### src/rtl/t9990_vram_arbiter.sv
// T9990 VRAM slot arbiter: grants each memory-access slot to the display,
// CPU or command engine and runs one RAM transaction at a time.
module t9990_vram_arbiter #(
    parameter int ADDR_W     = 18,
    parameter int DATA_W     = 16,
    parameter int STARVE_LIM = 4
) (
    input  logic              i_clk,
    input  logic              i_reset,
    input  logic              i_mem_req,
    input  logic              i_tg_en,
    input  logic              i_dsp_req,
    input  logic              i_cpu_req,
    input  logic              i_cmd_req,
    input  logic [ADDR_W-1:0] i_dsp_addr,
    input  logic [ADDR_W-1:0] i_cpu_addr,
    input  logic [ADDR_W-1:0] i_cmd_addr,
    input  logic              i_cpu_we,
    input  logic              i_cmd_we,
    input  logic [DATA_W-1:0] i_cpu_wdata,
    input  logic [DATA_W-1:0] i_cmd_wdata,
    output logic              o_dsp_ack,
    output logic              o_cpu_ack,
    output logic              o_cmd_ack,
    output logic [DATA_W-1:0] o_rdata,
    output logic              o_ram_valid,
    output logic [ADDR_W-1:0] o_ram_addr,
    output logic              o_ram_we,
    output logic [DATA_W-1:0] o_ram_wdata,
    input  logic              i_ram_ack,
    input  logic [DATA_W-1:0] i_ram_rdata,
    output logic              o_overrun
);
    localparam logic       S_IDLE  = 1'b0;
    localparam logic       S_BUSY  = 1'b1;
    localparam logic [1:0] OWN_DSP = 2'd0;
    localparam logic [1:0] OWN_CPU = 2'd1;
    localparam logic [1:0] OWN_CMD = 2'd2;
    localparam logic [3:0] LIM     = 4'(STARVE_LIM);

    logic              r_state;
    logic [1:0]        r_owner;
    logic [3:0]        r_skip;

    logic              w_grant;
    logic              w_done;
    logic              w_force_cmd;
    logic [1:0]        w_owner;
    logic [ADDR_W-1:0] w_addr;
    logic              w_we;
    logic [DATA_W-1:0] w_wdata;

    // Winner selection: display first, then a starved command engine, then CPU, then command
    always_comb begin
        w_force_cmd = i_cmd_req && (r_skip == LIM);
        w_grant     = (r_state == S_IDLE) && i_mem_req && i_tg_en &&
                      (i_dsp_req || i_cpu_req || i_cmd_req);
        w_done      = (r_state == S_BUSY) && i_ram_ack;
        w_owner     = OWN_CMD;
        w_addr      = i_cmd_addr;
        w_we        = i_cmd_we;
        w_wdata     = i_cmd_wdata;
        if (i_dsp_req) begin
            w_owner = OWN_DSP;
            w_addr  = i_dsp_addr;
            w_we    = 1'b0;
            w_wdata = '0;
        end else if (!w_force_cmd && i_cpu_req) begin
            w_owner = OWN_CPU;
            w_addr  = i_cpu_addr;
            w_we    = i_cpu_we;
            w_wdata = i_cpu_wdata;
        end
    end

    // Transaction FSM: latch the winner on a grant, hold the request until RAM_ACK
    always_ff @(posedge i_clk) begin
        if (i_reset) begin
            r_state     <= S_IDLE;
            r_owner     <= OWN_DSP;
            o_ram_valid <= 1'b0;
            o_ram_addr  <= '0;
            o_ram_we    <= 1'b0;
            o_ram_wdata <= '0;
        end else begin
            case (r_state)
                S_IDLE: if (w_grant) begin
                    r_state     <= S_BUSY;
                    r_owner     <= w_owner;
                    o_ram_valid <= 1'b1;
                    o_ram_addr  <= w_addr;
                    o_ram_we    <= w_we;
                    o_ram_wdata <= w_wdata;
                end
                default: if (i_ram_ack) begin
                    r_state     <= S_IDLE;
                    o_ram_valid <= 1'b0;
                end
            endcase
        end
    end

    // Count CPU wins over a waiting command engine; a command win resets the count
    always_ff @(posedge i_clk) begin
        if (i_reset) begin
            r_skip <= '0;
        end else if (w_grant) begin
            if (w_owner == OWN_CMD)
                r_skip <= '0;
            else if (w_owner == OWN_CPU && i_cmd_req && r_skip != LIM)
                r_skip <= r_skip + 4'd1;
        end
    end

    // Completion: one-cycle ACK to the owner with the registered read data
    always_ff @(posedge i_clk) begin
        if (i_reset) begin
            o_dsp_ack <= 1'b0;
            o_cpu_ack <= 1'b0;
            o_cmd_ack <= 1'b0;
            o_rdata   <= '0;
        end else begin
            o_dsp_ack <= w_done && (r_owner == OWN_DSP);
            o_cpu_ack <= w_done && (r_owner == OWN_CPU);
            o_cmd_ack <= w_done && (r_owner == OWN_CMD);
            if (w_done)
                o_rdata <= i_ram_rdata;
        end
    end

    // Sticky flag for a slot strobe that lands while a transaction is in flight
    always_ff @(posedge i_clk) begin
        if (i_reset)
            o_overrun <= 1'b0;
        else if (r_state == S_BUSY && i_mem_req)
            o_overrun <= 1'b1;
    end

endmodule

### config.mk
export PLATFORM = sky130hd
export DESIGN_NAME = t9990_vram_arbiter
export DESIGN_NICKNAME = d
export VERILOG_FILES = /design/src/rtl/t9990_vram_arbiter.sv
export SDC_FILE = /design/constraint.sdc
export NUM_CORES = 1
export LEC_CHECK = 0
export CAP_MARGIN = 25
export CELL_PAD_IN_SITES_DETAIL_PLACEMENT = 1
export CELL_PAD_IN_SITES_GLOBAL_PLACEMENT = 1
export CORE_UTILIZATION = 26
export CTS_CLUSTER_DIAMETER = 80
export DETAILED_ROUTE_END_ITERATION = 6
export GPL_ROUTABILITY_DRIVEN = 0
export MAX_ROUTING_LAYER = met4
export PLACE_DENSITY_LB_ADDON = 0.1
export SYNTH_ARGS = -nofsm -noshare
export SYNTH_HDL_FRONTEND = slang
export SYNTH_SLANG_ARGS = --single-unit
### constraint.sdc
create_clock -name i_clk -period 1.7 [get_ports i_clk]
set_clock_uncertainty 0.05 [all_clocks]
set_input_delay 0.255 -clock i_clk [delete_from_list [all_inputs] [get_ports i_clk]]
set_output_delay 0.255 -clock i_clk [all_outputs]
set_load 0.1 [all_outputs]
======== Word level (Yosys, flattened, before mapping) ========
Cells that the tools add are included.
word-level totals
  register bits after elaboration ......... 63
  bits in latches ......................... 0
  RAM bits ................................ 0
  memory bits (read-only) ................. 0
  input port bits ......................... 112
  output and inout bits ................... 56
  word-level logic and storage cells ...... 58
  memories kept ........................... 0
operators by class
  add/subtract/negate cells ............... 1
  $mul .................................... 0
  divide/modulo/power cells ............... 0
  magnitude comparators ................... 0
  equality and inequality tests ........... 7
  shift operators ......................... 0
  muxes and demuxes ....................... 16
  bitwise gates (word level) .............. 1
  reductions and logical operators ........ 21
operators with widths
  kind                 number
  $mux 18              2
  $mux 16              2
  $logic_and 1x1->1    12
  $mux 1               8
  $mux 4               2
  $reduce_and 2->1     3
  $add 4x1->4 const B  1
  $eq 2x1->1 const B   2
  $eq 2x2->1 const B   2
  $eq 4x3->1 const B   1
  $mux 2               2
  $ne 4x3->1 const B   1
  $reduce_bool 2->1    2
  $logic_not 2->1      1
  $logic_or 1x1->1     2
  $ne 2x2->1 const B   1
  $logic_not 1->1      1
  $not 1->1            1

======== Depth between registers and ports, before layout ========
  depth after elaboration ................. 11
  depth in mapped cells ................... 8
  depth with buffers taken out ............ 6

======== Worst setup path before layout ========
No wires, ideal clock.
  path kind ............................... reg-to-reg
  from .................................... reg r_skip[0]
  to ...................................... reg r_owner[0]
  setup time .............................. 0.070 ns
  arrival time ............................ 1.334 ns
  required time ........................... 1.580 ns
  path slack .............................. 0.245 ns
  stages on the path, launching flop included .. 8
  buffers on the path ..................... 1
  clock period less this slack ............ 1.455 ns
  cell sequence ........................... dfxtp_1 > inv_1 > ha_1 > nand4b_1 > nand2_1 > buf_4 > or3_1 > a21oi_1
on the way
  longest elaborated chain between the ends .. 6
RTL lines
  item                    RTL line  text
  start, declared         43        logic [3:0] r_skip;
  start signal, assigned  111       r_skip <= r_skip + 4'd1;
  $eq 4x3->1              55        w_force_cmd = i_cmd_req && (r_skip == LIM);
  $logic_and 1x1->1       55
  $logic_not 1->1         68        end else if (!w_force_cmd && i_cpu_req) begin
  $logic_and 1x1->1       68
  $mux 2                  68
  $mux 2                  63        if (i_dsp_req) begin
  end signal, assigned    89        r_owner <= w_owner;
  end, declared           42        logic [1:0] r_owner;
No other way between the ends.
A chain may end at the register's enable or synchronous reset.

======== Final worst setup path ========
Ends and elaborated chain as after synthesis.

==> results_dict.tcl <==
set metrics [dict create \
    cts_root_buf "clkbuf_8" \
    reg2reg_to "r_owner[0]" \
    grt_use_met2_pct 31.25 \
    drc 0 \
    pin_count 168 \
    hold_end "o_ram_addr[5]" \
    placedCellCount 613 \
    worstHoldPathType "in2reg" \
    grt_max_degree 41 \
    ys.flop_type "dfxtp_1" \
    place_area_um2 5329 \
    ctsLongestPathBuffers 2 \
    drive_gt1_share_pct 23.29 \
    p_comb_share_pct 30.9 \
    io_buffer_count 167 \
    p_int_mw 2.815 \
    antenna_found_initial 0 \
    pre_cts_slack_ns -0.2147 \
    clkPwrFrac_pct 30.6 \
    fin_area_um2 5609 \
    critPathRequiredTime_ns 1.91 \
    fin_cells 634 \
    ys_ff_latch 63 \
    fin_ws_ns 0.09317 \
    fin_util_pct 54.09 \
    cts_sinks 63 \
    p_seq_share_pct 38.5 \
    grt.busiest_layer "met2" \
    dr.pass1.iters 3 \
    synth-edff-count 0 \
    track_usage_pct 18.51 \
    cts-buffers-inserted 9 \
    timing_hold_violations_final 0 \
    leakage_nw 2.118 \
    use_met1_pct 21.77 \
    synth_top_area_cell "dfxtp_1" \
    vias 2989 \
    die_h_um 105.6 \
    rrSetupSlack_ns 0.09 \
    rsz0062_at_grt "true" \
    area_growth_pct 101.1 \
    outcome "finished clean" \
    slew_violations 0 \
    die_width_um 105.6 \
    seq_area_frac_synth_pct 45.22 \
    diodes 0 \
    cpMaxStageDelayCell "dfxtp_1" \
    synth_area_um2 2789 \
    ctsHtreeMaxLevel 3 \
    vdd_drop_max_uv 319.1 \
    synth_area_per_cell_um2 8.968 \
    clock_latency_ns 0.33 \
    hpwl_um 7378 \
    core_area_um2 10370 \
    drt-wirelength-per-cell_um 15.41 \
    worst_slew_pin_slew_ns 0.4466 \
    route.final.wire_length_um 9769 \
    viasPerCell 4.715 \
    yosysTopAreaCellShare_pct 45.22 \
    yosysMostFrequentCell "dfxtp_1" \
    syn_inst 311 \
    p_switching_mw 1.357 \
    p_total_mw 4.172 \
    path_cells "inv_1 -> ha_1 -> nand4b_1 -> nand2_2 -> buf_12 -> or3_1 -> a21oi_1" \
    ant_nets 0 \
    critical_path_arrival_ns 1.82 \
    async_reset_ff_share_pct 0 \
    gr-total-overflow 0 \
    synth_common_cells "dfxtp_1, nand2_1, a21oi_1" \
    path_class "reg2reg" \
    grt_pass1_vias 3187 \
    worstSetupEndpointType "register" \
    synthesis.nets 425 \
    start_util_pct 26.89 \
    cp_max_fo 14 \
    synth_area_leaders "dfxtp_1, nand2_1, mux2i_1" \
    fp-row-count 37 \
    met3_usage_pct 3.649 \
    first_iter_violations 73 \
    sw_frac_of_total_pct 32.53 \
    die_area_um2 11150 \
    ys_types 35 \
    path_clk_slew_ns 0.08 \
    maxCapViolations 0 \
    max_freq_mhz 622.3 \
    hold-path-cell-count 2 \
    cellPowerDensity_nw_per_um2 743.8 \
    min_from "i_reset" \
    slowest_delay_ns 0.33 \
    fin_crit_sh_pct 94.52 \
    setup_viol 0 \
    critPathLaunchType "register" \
    rr_startpoint "r_skip[0]" \
    cts_tree "done" \
    nets 607 \
    reg2reg_depth 7 \
    ys_warn_count 0 \
    slew_headroom_pct 69.81 \
    grt_pass1_wl_um 15720 \
    timing.final.crit_period_ns 1.607 \
]
logic make-up after synthesis:
family / share of synthesized area, %
DFF: 45.22
buffers and inverters: 5.563
adders and majority gates: 0.8971
muxes: 6.101
xor gates and xnor gates: 0.6282
and+or+nand+nor: 21.09
AOI/OAI and AO/OA: 20.50
layer usage:
metal  up-vias  wire length [um]
met5         -                 0
met4         0               138
met3        10               499
met2        96              4866
met1      1415              4264
li1       1468                 -
what timing repair did:
| action | 4_1_cts | 5_1_grt |
|---|---|---|
| hold buffers | 0 | 0 |
| hold endpoints to repair | 0 | 0 |
| setup buffers | 0 | 5 |
| setup endpoints to repair | 0 | 19 |
| gates resized for setup | 0 | 8 |
layout by cell type, fill, tap and decap left out, types with 18 or more instances in the layout:
cell,instances
a21oi_1,23
buf_12,65
buf_4,20
clkdlybuf4s50_1,110
dfxtp_1,62
nand2_1,58
nor2_1,21
nor2b_1,18
o31ai_1,18
critical path, delay by kind of cell (launching register included):
| family | cells | cell delay, ns |
|---|---|---|
| buffers and inverters | 2 | 0.24 |
| AO/OA/AOI/OAI | 1 | 0.15 |
| flip-flops | 1 | 0.33 |
| AND/OR/NAND/NOR | 3 | 0.57 |
| adder cells (fa/ha/maj) | 1 | 0.20 |
sequential cells by signal (all words and copies together), names as in the netlist:
name and count:
o_ram_addr 18, o_ram_wdata 16, o_rdata 16, r_skip 4, r_owner 2, o_cmd_ack 1, o_cpu_ack 1, o_dsp_ack 1
o_overrun 1, o_ram_valid 1, o_ram_we 1, r_state 1
area by class of cell:
| type | instances | area, um2 |
|---|---|---|
| multi-input cells | 219 | 1413 |
| flip-flops and latches | 63 | 1265 |
| inverters | 4 | 15.01 |
| repair buffers | 196 | 2557 |
| well taps | 136 | 170.2 |
| clock buffers | 10 | 127.6 |
| fillers | 1150 | 4761 |
| clock inverters | 6 | 61.31 |
worst max-delay path by stage:
stage,from,cells after the start,to
2_1_floorplan,r_skip[0],7,r_owner[0]
3_3_place_gp,i_dsp_req,6,r_skip[1]
3_5_place_dp,i_dsp_req,6,r_skip[1]
4_1_cts,r_skip[1],7,o_ram_addr[13]
5_1_grt,r_skip[0],7,o_ram_addr[10]
6_report,r_skip[0],7,r_owner[0]
through the flow:
step	TNS (ns)	hold slack (ns)
after CTS	0	0.2269
after detailed placement	-4.745	0.4189
final	0	0.2345
after global placement	-3.646	0.4176
after global routing	-0.02757	0.2462
after floorplan	0	0.3135
power groups by stage:
stage / Sequential, mW / Clock [mW] / Combinational [mW]
floorplan: 2.04 / 0 / 0.224
global placement: 1.64 / 0 / 1.26
detailed placement: 1.64 / 0 / 1.28
CTS: 1.61 / 1.33 / 1.28
global route: 1.61 / 1.40 / 1.35
finish: 1.60 / 1.28 / 1.29
(Power assumes the default switching activity.)
